[src/rtl/forward_hazard_unit_pkg.sv]
// rtl/forward_hazard_unit_pkg.sv - shared select constants, FSM state and pipeline slot types
package forward_hazard_unit_pkg;

    localparam logic [1:0] FWD_REG = 2'd0;
    localparam logic [1:0] FWD_WB  = 2'd1;
    localparam logic [1:0] FWD_MEM = 2'd2;

    typedef logic [0:0] fsm_state_t;
    localparam fsm_state_t ST_RUN        = 1'b0;
    localparam fsm_state_t ST_LOAD_STALL = 1'b1;

    // Slots carry a fixed-width register number; narrower RegAddrBits are zero-extended.
    localparam int SLOT_ADDR_BITS = 8;
    typedef logic [SLOT_ADDR_BITS-1:0] slot_addr_t;

    typedef struct packed {
        slot_addr_t write_reg;
        logic       reg_write;
        logic       mem_read;
    } slot_t;

    function automatic logic slot_hits(slot_t s, slot_addr_t r);
        return s.reg_write && (s.write_reg != '0) && (s.write_reg == r);
    endfunction

endpackage

[src/rtl/forward_hazard_unit_fwd_compare.sv]
// rtl/forward_hazard_unit_fwd_compare.sv - one operand's forwarding select from the EX and MEM slots
module fwd_compare
    import forward_hazard_unit_pkg::*;
(
    input  slot_addr_t src_i,
    input  slot_t      ex_slot_i,
    input  slot_t      mem_slot_i,
    output logic [1:0] sel_o
);

    // The load flag plays no part in forwarding selection.
    logic unused_mem_read;
    assign unused_mem_read = ex_slot_i.mem_read ^ mem_slot_i.mem_read;

    always_comb begin
        sel_o = FWD_REG;
        if (slot_hits(ex_slot_i, src_i)) begin
            sel_o = FWD_MEM;
        end else if (slot_hits(mem_slot_i, src_i)) begin
            sel_o = FWD_WB;
        end
    end

endmodule

[src/rtl/forward_hazard_unit.sv]
// rtl/forward_hazard_unit.sv - forwarding selects and load-use stall; optional counter via STALL_COUNTER_EN
module forward_hazard_unit
    import forward_hazard_unit_pkg::*;
#(
    parameter int NBits       = 32,
    parameter int RegAddrBits = 5
) (
    input  logic                   clk,
    input  logic                   reset,
    input  logic [RegAddrBits-1:0] ID_Rs,
    input  logic [RegAddrBits-1:0] ID_Rt,
    input  logic [RegAddrBits-1:0] ID_WriteReg,
    input  logic                   ID_RegWrite,
    input  logic                   ID_MemRead,
    input  logic                   Flush,
    output logic [1:0]             ForwardA,
    output logic [1:0]             ForwardB,
    output logic                   Stall,
    output logic [NBits-1:0]       StallCount
);

    slot_t      ex_q, mem_q, wb_q;
    slot_t      id_slot;
    fsm_state_t state_q, state_d;
    logic [1:0] fwd_a_q, fwd_b_q;
    logic [1:0] sel_a, sel_b;
    slot_addr_t rs_ext, rt_ext;
    logic       load_use;
    logic       bubble;

    assign rs_ext            = slot_addr_t'(ID_Rs);
    assign rt_ext            = slot_addr_t'(ID_Rt);
    assign id_slot.write_reg = slot_addr_t'(ID_WriteReg);
    assign id_slot.reg_write = ID_RegWrite;
    assign id_slot.mem_read  = ID_MemRead;

    // The WB slot completes the pipeline picture but no select depends on it.
    logic unused_wb;
    assign unused_wb = ^wb_q;

    fwd_compare u_cmp_a (
        .src_i      (rs_ext),
        .ex_slot_i  (ex_q),
        .mem_slot_i (mem_q),
        .sel_o      (sel_a)
    );

    fwd_compare u_cmp_b (
        .src_i      (rt_ext),
        .ex_slot_i  (ex_q),
        .mem_slot_i (mem_q),
        .sel_o      (sel_b)
    );

    assign load_use = ex_q.mem_read && (ex_q.write_reg != '0) &&
                      ((ex_q.write_reg == rs_ext) || (ex_q.write_reg == rt_ext));

    // Flush outranks the stall: the squashed consumer never needs the load result.
    always_comb begin
        Stall   = 1'b0;
        state_d = ST_RUN;
        if (!reset && !Flush && (state_q == ST_RUN) && load_use) begin
            Stall   = 1'b1;
            state_d = ST_LOAD_STALL;
        end
    end

    assign bubble = Stall || Flush;

    always_ff @(posedge clk) begin
        if (reset) begin
            ex_q    <= '0;
            mem_q   <= '0;
            wb_q    <= '0;
            fwd_a_q <= FWD_REG;
            fwd_b_q <= FWD_REG;
            state_q <= ST_RUN;
        end else begin
            ex_q    <= bubble ? slot_t'('0) : id_slot;
            mem_q   <= ex_q;
            wb_q    <= mem_q;
            fwd_a_q <= bubble ? FWD_REG : sel_a;
            fwd_b_q <= bubble ? FWD_REG : sel_b;
            state_q <= state_d;
        end
    end

    assign ForwardA = fwd_a_q;
    assign ForwardB = fwd_b_q;

`ifdef STALL_COUNTER_EN
    logic [NBits-1:0] stall_count_q;

    always_ff @(posedge clk) begin
        if (reset) begin
            stall_count_q <= '0;
        end else if (Stall) begin
            stall_count_q <= stall_count_q + 1'b1;
        end
    end

    assign StallCount = stall_count_q;
`else
    assign StallCount = '0;
`endif

endmodule

[config.mk]
export PLATFORM = sky130hd
export DESIGN_NAME = forward_hazard_unit
export DESIGN_NICKNAME = d
export VERILOG_FILES = /design/src/rtl/forward_hazard_unit_pkg.sv /design/src/rtl/forward_hazard_unit_fwd_compare.sv /design/src/rtl/forward_hazard_unit.sv
export SDC_FILE = /design/constraint.sdc
export NUM_CORES = 1
export LEC_CHECK = 0
export ABC_AREA = 0
export BUFFER_PORTS_ARGS = -buffer_cell sky130_fd_sc_hd__buf_2
export CORE_MARGIN = 8
export CORE_UTILIZATION = 29
export CTS_CLUSTER_SIZE = 20
export DETAILED_ROUTE_END_ITERATION = 10
export GPL_TIMING_DRIVEN = 1
export MAX_ROUTING_LAYER = met4
export SLEW_MARGIN = 10
export SYNTH_ARGS = -nofsm -noshare
export SYNTH_HDL_FRONTEND = slang
export SYNTH_SLANG_ARGS = --single-unit
export TNS_END_PERCENT = 30
[constraint.sdc]
create_clock -name clk -period 3.3 [get_ports clk]
set_input_delay 0.33 -clock clk [delete_from_list [all_inputs] [get_ports clk]]
set_output_delay 0.33 -clock clk [all_outputs]
set_load 0.02 [all_outputs]
After elaboration in Yosys (flattened, before gate mapping)
Cells that the tools add are included.
{ "classes": {"muxes": 5, "bitwise": 1, "n_reduce_logical": 20, "n_eq_ne": 4} }
{ "ops": {"columns": ["operator", "count"], "rows": [
  ["8-bit by 5-bit == test with 1-bit output", 4],
  ["8-bit nonzero test", 2],
  ["1-bit logical AND", 11],
  ["3-bit OR reduction", 2],
  ["2-bit 2-to-1 mux", 2],
  ["1-bit 2-to-1 mux", 3],
  ["1-bit logical NOT", 2],
  ["1-bit logical OR", 2],
  ["2-bit OR reduction", 1],
  ["1-bit NOT", 1]
]} }
{ "totals": {"ff_bits": 24, "output_inout_bits": 37, "elab_cells": 41} }

Logic depth before layout (Yosys ltp)
Gate-level depths: netlist of run 1.
{ "depth": {"word_depth": 7, "depth_mapped": 6, "depth_no_buf": 6} }

Modules after synthesis
A second synthesis of run 1 with hierarchy kept.
{ "hier_totals": {"cells_unflattened": 162, "area_unflattened_um2": 1398.8} }
{ "by_module_without_submodules": {"columns": ["module", "cells_each", "instances", "seq_area_each_um2", "area_each_um2"], "rows": [
  ["forward_hazard_unit", 106, 1, 380.4, 948.4],
  ["fwd_compare", 28, 2, 0.0, 225.2]
]} }

Worst setup path before layout of run 1
No wires, ideal clock.
{ "synth_path": {"path_type": "register -> output", "from": "reg ex_q[5] (netlist name)", "to": "out Stall", "path_slack_ns": 1.798, "t_required_ns": 2.970, "arrival_time_ns": 1.172, "path_stages_with_launch": 6, "path_cell_list": "dfxtp_1 > xor2_1 > nor3_2 > nand3_2 > a21o_4 > inv_2"} }
{ "synth_via": {"elab_chain_len": 5, "elab_cells_between_ends": 8, "classes_between": "eq/ne (2); mux (1); reduce/logical (5)"} }
{ "synth_lines": {"columns": ["item", "line_no", "source"], "rows": [
  ["from (decl)", "forward_hazard_unit.sv:22", "slot_t ex_q, mem_q, wb_q;"],
  ["from (signal assigned)", "forward_hazard_unit.sv:79", "ex_q <= bubble ? slot_t'('0) : id_slot;"],
  ["8-bit by 5-bit == test with 1-bit output / 8-bit nonzero test (equally long branches)", "forward_hazard_unit.sv:56, forward_hazard_unit.sv:55", null],
  ["1-bit logical OR / 1-bit logical AND (equally long branches)", "forward_hazard_unit.sv:56, forward_hazard_unit.sv:55", null],
  ["1-bit logical AND *", "forward_hazard_unit.sv:55", "assign load_use = ex_q.mem_read && (ex_q.write_reg != '0) &&"],
  ["1-bit logical AND *", "forward_hazard_unit.sv:62", "if (!reset && !Flush && (state_q == ST_RUN) && load_use) begin"],
  ["1-bit 2-to-1 mux *", "forward_hazard_unit.sv:62", null],
  ["to (decl)", "forward_hazard_unit.sv:18", "output logic Stall,"]
]} }
Every way passes the cells marked *; elsewhere a longest branch is shown, timed or not.

Worst setup path in the final report of run 1
{ "layout_path": {"from": "reg ex_q[4] (netlist name)", "to": "out Stall"} }
Same word-level chain as after synthesis.

==> parameters.txt, run 1 <==
Parameter                              Value

Clock network
  Count of cells resized by post-cts repair ... 0
  Clk sinks ... 18
  Clock tree from TritonCTS ... yes
  TritonCTS Buffers ... 3
  Post-CTS Repair Setup Buffers ... 0
  Buffers from clock root to sink, at most ... 2
  CTS Root Buffer Type ... clkbuf_4
  Clock insertion delay at the later pin of the skew report ... 0.28 ns
  Clock slew at the register clock pins of the worst setup and hold paths ... 0.08 ns
  Cts-stage hold buffer count ... 0
  Maximum level of the CTS H-tree ... 1

Place
  DP Worst Slack ... around 1.4 ns
  Port bufs ... 24
  DP HPWL ... about 1.9 mm
  Final weighted congestion of routability-driven global placement ... 0.764

Routing
  Number of routed nets with antenna violations ... 0
  Detailed Route WL ... 2.16 mm
  Violation count after the first detailed-route iteration ... 18
  Vias/cell ... around 3.8
  Per-cell routed wire length ... 11.8 um
  DRC errors left ... 0
  Vias ... around 700
  Total iterations of the first detailed-routing run ... 4

Synth
  Distinct cell type count of the synthesized netlist ... 21
  Number of warnings issued by yosys ... 0
  Share of synthesized area occupied by flip-flops and latches ... 0.347
  Synth Instances ... ~110
  Average cell area after synthesis ... 9.34 sq um
  Netlist Area Pre-Place ... 1040 sq um
  Number of register bits inferred by synthesis ... 18

GRT
  Global-route wire length before repair ... 3.04 mm
  Antenna violations before repair ... 0
  Remaining Overflow, GRT ... 0
  Via count of the first global-routing pass ... approximately 730
  GR Util All Layers ... 0.0735
  Pin count of the biggest net entering global routing ... 11

Hold path
  Cells on Worst Hold Path ... 2
  Hold path endpoint ... ex_q[5]
  Worst min-delay path class ... in -> reg
  Beginning of the worst hold path ... ID_WriteReg[3]

STA
  Final-layout worst hold slack ... approximately 0.27 ns
  Number of hold violations in the final report ... 0
  Achievable clock frequency ... just under 500 MHz
  Number of pins with negative max-slew slack in the final report ... 0
  Period utilisation layout ... 0.621
  Relative slew margins ... 0.630
  Count of endpoints failing setup in the final report ... 0
  Transition time at the pin with the least slew margin ... ~0.55 ns
  Setup total negative slack ... 0 ns
  Least setup slack across all paths after layout ... 1.25 ns
  RSZ-0062 raised after global routing ... false
  Post-layout minimum cycle time ... 2.05 ns
  Clock skew after layout ... 0.00472 ns

Final layout
  Synth-to-layout area growth ... 7.36%
  Fraction of final layout cells sized beyond drive strength 1 ... 0.248
  Fin nets ... 159
  Antenna Cells ... 0
  Filler Cells Inserted ... 363

Floorplanning
  Die Width ... roughly 76 um
  Die Outline Area ... 5750 sq um
  Initial cell density of the core ... 0.306
  Die Ht ... 75.8 um
  Rows ... 21
  Total core area ... 3390 sq um
  Io pins ... 57

Setup path
  R2r endpoint ... ex_q[4]
  Path depth of the worst reg2reg path ... 5
  Crit path arrival time ... about 1.7 ns
  Worst Path Class, Setup ... reg -> out
  Required time of the critical path ... 2.97 ns
  Start of the worst register-to-register path ... ex_q[4]
  CP Launch Type ... flop
  Endpoint class of the critical path ... output port
  Maximum fanout along the worst path ... 9
  Slack of the worst reg-to-reg path ... 1.83 ns

Power
  Areal power density over the cells ... 368 nW/um^2
  Worst VDD drop ... 0.164 mV
  LEAKAGE ... roughly 0.00055 uW

Run status
  Run status ... finished, final reports clean

Run
  Number of maximum-capacitance violations ... 0
[logic make-up (layout without fill, tap and decap cells)]
group / after synthesis / after routing / share of synthesized area
AOI/OAI and AO/OA: 3 / 3 / 0.0314
xor gates and xnor gates: 20 / 20 / 0.169
buffers and inverters: 34 / 29 / 0.239
DFF: 18 / 18 / 0.347
other: 1 / 32 / 0.00362
and+or+nand+nor: 35 / 35 / 0.210
[how the worst max path moves through the flow]
stage	start	to	slack (ns)
2_1_floorplan	ex_q[5]	Stall	1.80
3_3_place_gp	reset	Stall	1.42
5_1_grt	ex_q[4]	Stall	1.12
3_5_place_dp	reset	Stall	1.39
6_report	ex_q[4]	Stall	1.25
4_1_cts	ex_q[4]	Stall	1.24
[state kept, by name, indices dropped and copies added, names as in the netlist]
register  count
state_q       1
ex_q          7
ForwardA      2
mem_q         6
ForwardB      2
[power by group]
part | switching, uW | internal (uW) | leakage [uW]
Sequential | 5.96 | 223 | 0.000147
Combinational | 55.7 | 24.3 | 0.000388
Clock | 58.5 | 42.4 | 0.0000138
Total | 120 | 289 | 0.000549
[per-stage QoR]
stage	instance area [sq um]	power [uW]	std cells	util
floorplan	1150	319	142	-
global placement	1090	311	180	0.322
detailed placement	1090	312	180	0.322
CTS	1110	411	183	0.329
global route	1110	428	183	0.329
finish	1110	409	183	0.329
[placed cells by master (no fill, tap or decap)]
master and count:
nor4_1 1, nor2_1 5, and3_1 7, xor2_1 12
nand4_1 1, inv_1 1, nor2b_1 7, nor3_2 1
clkbuf_4 3, nand3_2 1, dfxtp_1 18, conb_1 32
nor3_1 4, buf_2 24, nand3_1 3, nand2_1 2
nor4_4 1, a21o_4 1, or4_1 2, xnor2_1 8
o21ai_2 2, inv_2 1
[Yosys cell counts (all sizes together)]
cell | instances | area (sq um)
conb | 1 | 3.75
xnor2 | 8 | 70.1
nor2 | 5 | 18.8
xor2 | 12 | 105
nor3 | 5 | 30.0
or4 | 2 | 15.0
buf | 32 | 240
dfxtp | 18 | 360
nor4 | 2 | 27.5
nand3 | 4 | 25.0
inv | 2 | 7.50
a21o | 1 | 15.0
and3 | 7 | 43.8
nor2b | 7 | 43.8
nand2 | 2 | 7.51
o21ai | 2 | 17.5
nand4 | 1 | 6.26
[routing by layer]
metal  track usage  part of all wire  vias to the layer above
li1              -                 -                      350
met1        0.0679              0.37                      307
met2         0.129              0.51                       34
met3        0.0276              0.11                        4
met4        0.0384             0.015                        0
met5             -                 0                        -
[worst max-delay path, cell delays in order, from the launching register on]
cell and delay, ns:
dfxtp_1 0.36, xor2_1 0.18, nor3_1 0.22, nand3_1 0.16, a21o_4 0.26, inv_2 0.08, buf_2 0.17
[cell type report]
cell class | count | area, sq um | area share
multi-input combinational | 90 | 546 | 0.490
sequential | 18 | 360 | 0.324
timing repair buffer | 24 | 120 | 0.108
tap | 46 | 57.6 | 0.0517
clock buffer | 3 | 22.5 | 0.0202
inverter | 2 | 7.51 | 0.00674
(Power assumes the default switching activity.)
==> run 2, diff against run 1 <==
==> constraint.sdc (replaced) <==
create_clock -name clk -period 2.1 [get_ports clk]
set_input_delay 0.21 -clock clk [delete_from_list [all_inputs] [get_ports clk]]
set_output_delay 0.21 -clock clk [all_outputs]
set_load 0.02 [all_outputs]
==> run 2 against run 1 <==
Total power grew 71%. Via count shrank 1.6%. First-iteration DRC count grew 56%. Routed wire length shrank 1.4%. Clock power grew 110%. Die area is the same. Largest cell class unchanged.
==> parameters.txt, run 2 (synthesis results as in run 1) <==
Parameter                              Value

Routing
  DRC errors left ... 0
  Highest routing layer actually used ... met4
  WL met2 ... roughly 1.1 mm
  Detailed Route WL ... 2.13 mm
  Total iterations of the first detailed-routing run ... 4
  Sum of routed wire segments on met1 ... a little over 800 um
  Per-cell routed wire length ... 11.5 um
  Number of routed nets with antenna violations ... 0
  Violation count after the first detailed-route iteration ... 28
  Detailed route wirelength on metal3 ... approximately 220 um
  Vias/cell ... 3.70
  Vias ... 684

Setup path
  Worst Path Class, Setup ... reg -> out
  Worst path cell trace ... xor2_1, nor3_1, nand3_1, a21o_4, inv_2, buf_2
  Start of the worst register-to-register path ... mem_q[2]
  CP Launch Type ... flop
  Slack of the worst reg-to-reg path ... 0.65 ns
  Path depth of the worst reg2reg path ... 5
  Worst Path Buf+Inv ... 2
  Maximum fanout along the worst path ... 9
  Crit path arrival time ... 1.71 ns
  Crit. path cell count ... 6
  Worst setup path startpoint ... ex_q[4]
  Top delay family on crit path ... simple AND/OR/NAND/NOR gates
  R2r endpoint ... ForwardA[0]
  Maximum single-stage delay on the critical path ... 0.36 ns
  Timing endpoint of the critical path ... Stall
  Critical path's slowest cell ... dfxtp_1
  Endpoint class of the critical path ... output port
  Required time of the critical path ... 1.89 ns

Clock network
  Clock slew at the register clock pins of the worst setup and hold paths ... 0.10 ns
  Clk sinks ... 18
  Count of cells resized by post-cts repair ... 0
  TritonCTS Buffers ... 3
  Clock insertion delay at the later pin of the skew report ... 0.29 ns
  CTS Root Buffer Type ... clkbuf_4
  Clock tree from TritonCTS ... yes
  Buffers from clock root to sink, at most ... 2
  Post-CTS Repair Setup Buffers ... 0
  Cts-stage hold buffer count ... 0
  Maximum level of the CTS H-tree ... 1

STA
  Count of endpoints failing setup in the final report ... 0
  Period utilisation layout ... 0.916
  Number of hold violations in the final report ... 0
  Number of pins with negative max-slew slack in the final report ... 0
  Achievable clock frequency ... 520 MHz
  Post-layout minimum cycle time ... 1.92 ns
  Final-layout worst hold slack ... 0.131 ns
  Clock skew after layout ... 0.00372 ns
  RSZ-0062 raised after global routing ... false
  Setup total negative slack ... 0 ns

GRT
  Via count of the first global-routing pass ... 734
  Remaining Overflow, GRT ... 0
  GR Util All Layers ... 0.0777
  Pin count of the biggest net entering global routing ... 11
  Global-route wire length before repair ... 3.24 mm
  Antenna violations before repair ... 0

Floorplanning
  Rows ... 21
  Io pins ... 57
  Die Ht ... ~76 um
  Die Width ... 75.8 um
  Total core area ... 3390 sq um
  Die Outline Area ... ~5700 sq um
  Initial cell density of the core ... 0.306

Final layout
  Most frequent standard cell in the layout excluding fill and tap cells ... conb_1
  Area of all placed cells without fillers ... 1130 sq um
  Fin nets ... 160
  Largest register by flop count ... ex_q
  Fraction of final layout cells sized beyond drive strength 1 ... 0.259
  Highest-count cells in the layout ignoring fill and taps ... conb_1, buf_2, dfxtp_1
  Synth-to-layout area growth ... 9.41%
  Regs by FF count ... ex_q x7, mem_q x6
  Final Non-Filler Cells ... about 190
  Antenna Cells ... 0
  Number of flip-flops in the largest register ... 7

Place
  DP HPWL ... around 1.9 mm
  Placed cell areas ... 1100 sq um
  Port bufs ... 24
  Final weighted congestion of routability-driven global placement ... between 0.8 and 0.9
  Cell Count Post-Placement ... roughly 180

Power
  Power after layout ... 698 uW
  LEAKAGE ... between 0.0005 and 0.0006 uW
  Worst VDD drop ... 0.167 mV
  Areal power density over the cells ... 615 nW/um^2

Hold path
  Worst min-delay path class ... in -> reg

Run status
  Run status ... finished, final reports clean

Run
  Number of maximum-capacitance violations ... 0
[run 2: cell types whose count changed in the layout (fill, tap and decap cells not counted), sizes merged]
cell / change
buf: +1
clkbuf: +1
[run 2: through the flow]
step,setup WS [ns],utilization
2_1_floorplan,0.718,-
3_3_place_gp,0.520,0.324
3_5_place_dp,0.497,0.324
4_1_cts,0.153,0.335
5_1_grt,0.0378,0.335
6_report,0.176,0.335
[run 2: metal layers]
metal	GRT usage	vias up
met5	-	-
met4	0.0320	0
met3	0.0303	2
met2	0.132	28
met1	0.0779	303
li1	-	351
[run 2: worst reg2reg max path, cell delays in order, from the launching register on]
cell	delay (ns)
dfxtp_1	0.35
or4_1	0.57
o21ai_2	0.22
nor4_1	0.10
o21ai_2	0.06
nor3_1	0.06
[run 2: report_power, final]
part | internal [uW] | switching, uW
Clock | 106 | 107
Combinational | 39.4 | 87.6
Sequential | 350 | 8.64
[run 2: layout make-up]
class	instances	area [sq um]
Clock buffer	4	36.3
Fill cell	369	2250
Inverter	2	7.51
Multi-Input combinational cell	90	546
Sequential cell	18	360
Tap cell	46	57.6
Timing Repair Buffer	25	128
[run 2: worst min-delay path by stage]
stage                   startpoint  cells after the start  slack [ns]        to
finish                 ID_RegWrite                      2        0.13   ex_q[1]
floorplan                    reset                      1        0.28  mem_q[1]
CTS                    ID_RegWrite                      2        0.13   ex_q[1]
global route            ID_MemRead                      2        0.12   ex_q[0]
detailed placement     ID_RegWrite                      2        0.44   ex_q[1]
global placement    ID_WriteReg[1]                      2        0.44   ex_q[3]
==> run 3, diff against run 2 <==
--- a/config.mk
+++ b/config.mk
@@ -8,11 +8,12 @@
 export ABC_AREA = 0
 export BUFFER_PORTS_ARGS = -buffer_cell sky130_fd_sc_hd__buf_2
 export CORE_MARGIN = 8
-export CORE_UTILIZATION = 29
+export CORE_UTILIZATION = 43
 export CTS_CLUSTER_SIZE = 20
 export DETAILED_ROUTE_END_ITERATION = 10
 export GPL_TIMING_DRIVEN = 1
 export MAX_ROUTING_LAYER = met4
+export PLACE_DENSITY = 0.78
 export SLEW_MARGIN = 10
 export SYNTH_ARGS = -nofsm -noshare
 export SYNTH_HDL_FRONTEND = slang
==> run 3 against run 2 <==
Sequential power about the same. Register-to-register slack about the same. Via count rose by 1.9%. Non-clock buffer count is the same. Worst hold slack improved by 0.013 ns.
==> parameters.txt, run 3 (synthesis results as in run 1) <==
Parameter                              Value

Final layout
  Sequential standard cell area ... 360 sq um
  Highest-count cells in the layout ignoring fill and taps ... conb_1, buf_2, dfxtp_1
  Most frequent standard cell in the layout excluding fill and tap cells ... conb_1
  Antenna Cells ... 0
  Fraction of final layout cells sized beyond drive strength 1 ... 0.254
  Fin nets ... 160
  Number of flip-flops in the largest register ... 7
  Largest register by flop count ... ex_q
  Area used by multi-input combinational logic ... 546 sq um
  Synth-to-layout area growth ... 5.91%
  Final Non-Filler Cells ... 166
  Filler Cells Inserted ... between 200 and 250
  Regs by FF count ... ex_q x7, mem_q x6

Place
  DP HPWL ... around 1.9 mm
  Cell Count Post-Placement ... roughly 160
  Final weighted congestion of routability-driven global placement ... around 0.88
  Port bufs ... 24

Clock network
  Count of cells resized by post-cts repair ... 0
  CTS Root Buffer Type ... clkbuf_4
  Clock insertion delay at the later pin of the skew report ... 0.29 ns
  Maximum level of the CTS H-tree ... 1
  Clk sinks ... 18
  Clock tree from TritonCTS ... yes
  Buffers from clock root to sink, at most ... 2
  TritonCTS Buffers ... 3
  Post-CTS Repair Setup Buffers ... 0
  Cts-stage hold buffer count ... 0
  Clock slew at the register clock pins of the worst setup and hold paths ... 0.09 ns

Routing
  Vias/cell ... 4.20
  DRC errors left ... 0
  Total iterations of the first detailed-routing run ... 2
  Vias ... 697
  Detailed Route WL ... around 2.1 mm
  Per-cell routed wire length ... 12.8 um
  Number of routed nets with antenna violations ... 0
  Violation count after the first detailed-route iteration ... 15

Floorplanning
  Rows ... 17
  Die Ht ... 65.1 um
  Die Width ... 65.1 um
  Initial cell density of the core ... 0.460
  Die Outline Area ... 4240 sq um
  Total core area ... between 2000 and 2500 sq um
  Io pins ... 57

Power
  Worst VDD drop ... 0.317 mV
  Areal power density over the cells ... 592 nW/um^2
  LEAKAGE ... 0.000554 uW

Setup path
  Endpoint class of the critical path ... output port
  Crit path arrival time ... 1.72 ns
  Required time of the critical path ... 1.89 ns
  Maximum fanout along the worst path ... 9
  Slack of the worst reg-to-reg path ... 0.65 ns
  CP Launch Type ... flop
  Worst Path Class, Setup ... reg -> out

GRT
  Via count of the first global-routing pass ... 772
  Global-route wire length before repair ... 3.39 mm
  Pin count of the biggest net entering global routing ... 11
  GR Util All Layers ... 0.102
  Remaining Overflow, GRT ... 0
  Antenna violations before repair ... 0

STA
  Post-layout minimum cycle time ... just under 2 ns
  Setup total negative slack ... 0 ns
  Clock skew after layout ... 0.00807 ns
  Achievable clock frequency ... between 500 and 600 MHz
  Final-layout worst hold slack ... 0.145 ns
  RSZ-0062 raised after global routing ... false
  Number of hold violations in the final report ... 0
  Period utilisation layout ... 0.919
  Number of pins with negative max-slew slack in the final report ... 0
  Count of endpoints failing setup in the final report ... 0

Run status
  Run status ... finished, final reports clean

Run
  Number of maximum-capacitance violations ... 0

Hold path
  Worst min-delay path class ... in -> reg
-- run 3: changes by cell type in the layout (fill, tap and decap cells not counted), sizes merged --
cell,before,now
clkbuf,4,3
-- run 3: per-layer routing --
layer / wire (um) / up-vias / global-route usage / part of all wire
li1: - / 349 / - / -
met1: 943 / 306 / 0.106 / 0.44
met2: 940 / 42 / 0.169 / 0.44
met3: 240 / 0 / 0.0559 / 0.11
met4: 0 / 0 / 0.0163 / 0
met5: 0 / - / - / 0
-- run 3: final cells by class --
type,count,area share
clock buffer,3,0.0205
inverter,2,0.00683
multi-input combinational,90,0.497
sequential,18,0.328
tap,28,0.0319
timing repair buffer,25,0.116
-- run 3: final timing paths --
| path | start | endpoint | depth (start not counted) |
|---|---|---|---|
| max | ex_q[5] | Stall | 6 |
| min | ID_RegWrite | ex_q[1] | 2 |
| max reg2reg | ex_q[5] | ex_q[3] | 5 |
| min reg2reg | ex_q[1] | mem_q[1] | 1 |
-- run 3: worst max-delay path: stages (launching register included) --
cell and delay [ns]:
dfxtp_1 0.36, xor2_1 0.19, nor3_2 0.21, nand3_2 0.14
a21o_4 0.27, inv_2 0.10, buf_2 0.18
-- run 3: where the power goes --
group	internal [uW]	total, uW	switching (uW)
clock network	66.6	165	97.9
logic	39.4	128	88.9
registers	350	358	8.27
-- run 3: through the flow --
stage	util	total power [uW]	cell area, sq um	setup slack [ns]
2_1_floorplan	-	501	1150	0.718
3_3_place_gp	0.477	489	1080	0.544
3_5_place_dp	0.477	492	1080	0.482
4_1_cts	0.487	655	1100	0.151
5_1_grt	0.487	685	1100	0.0305
6_report	0.487	651	1100	0.170
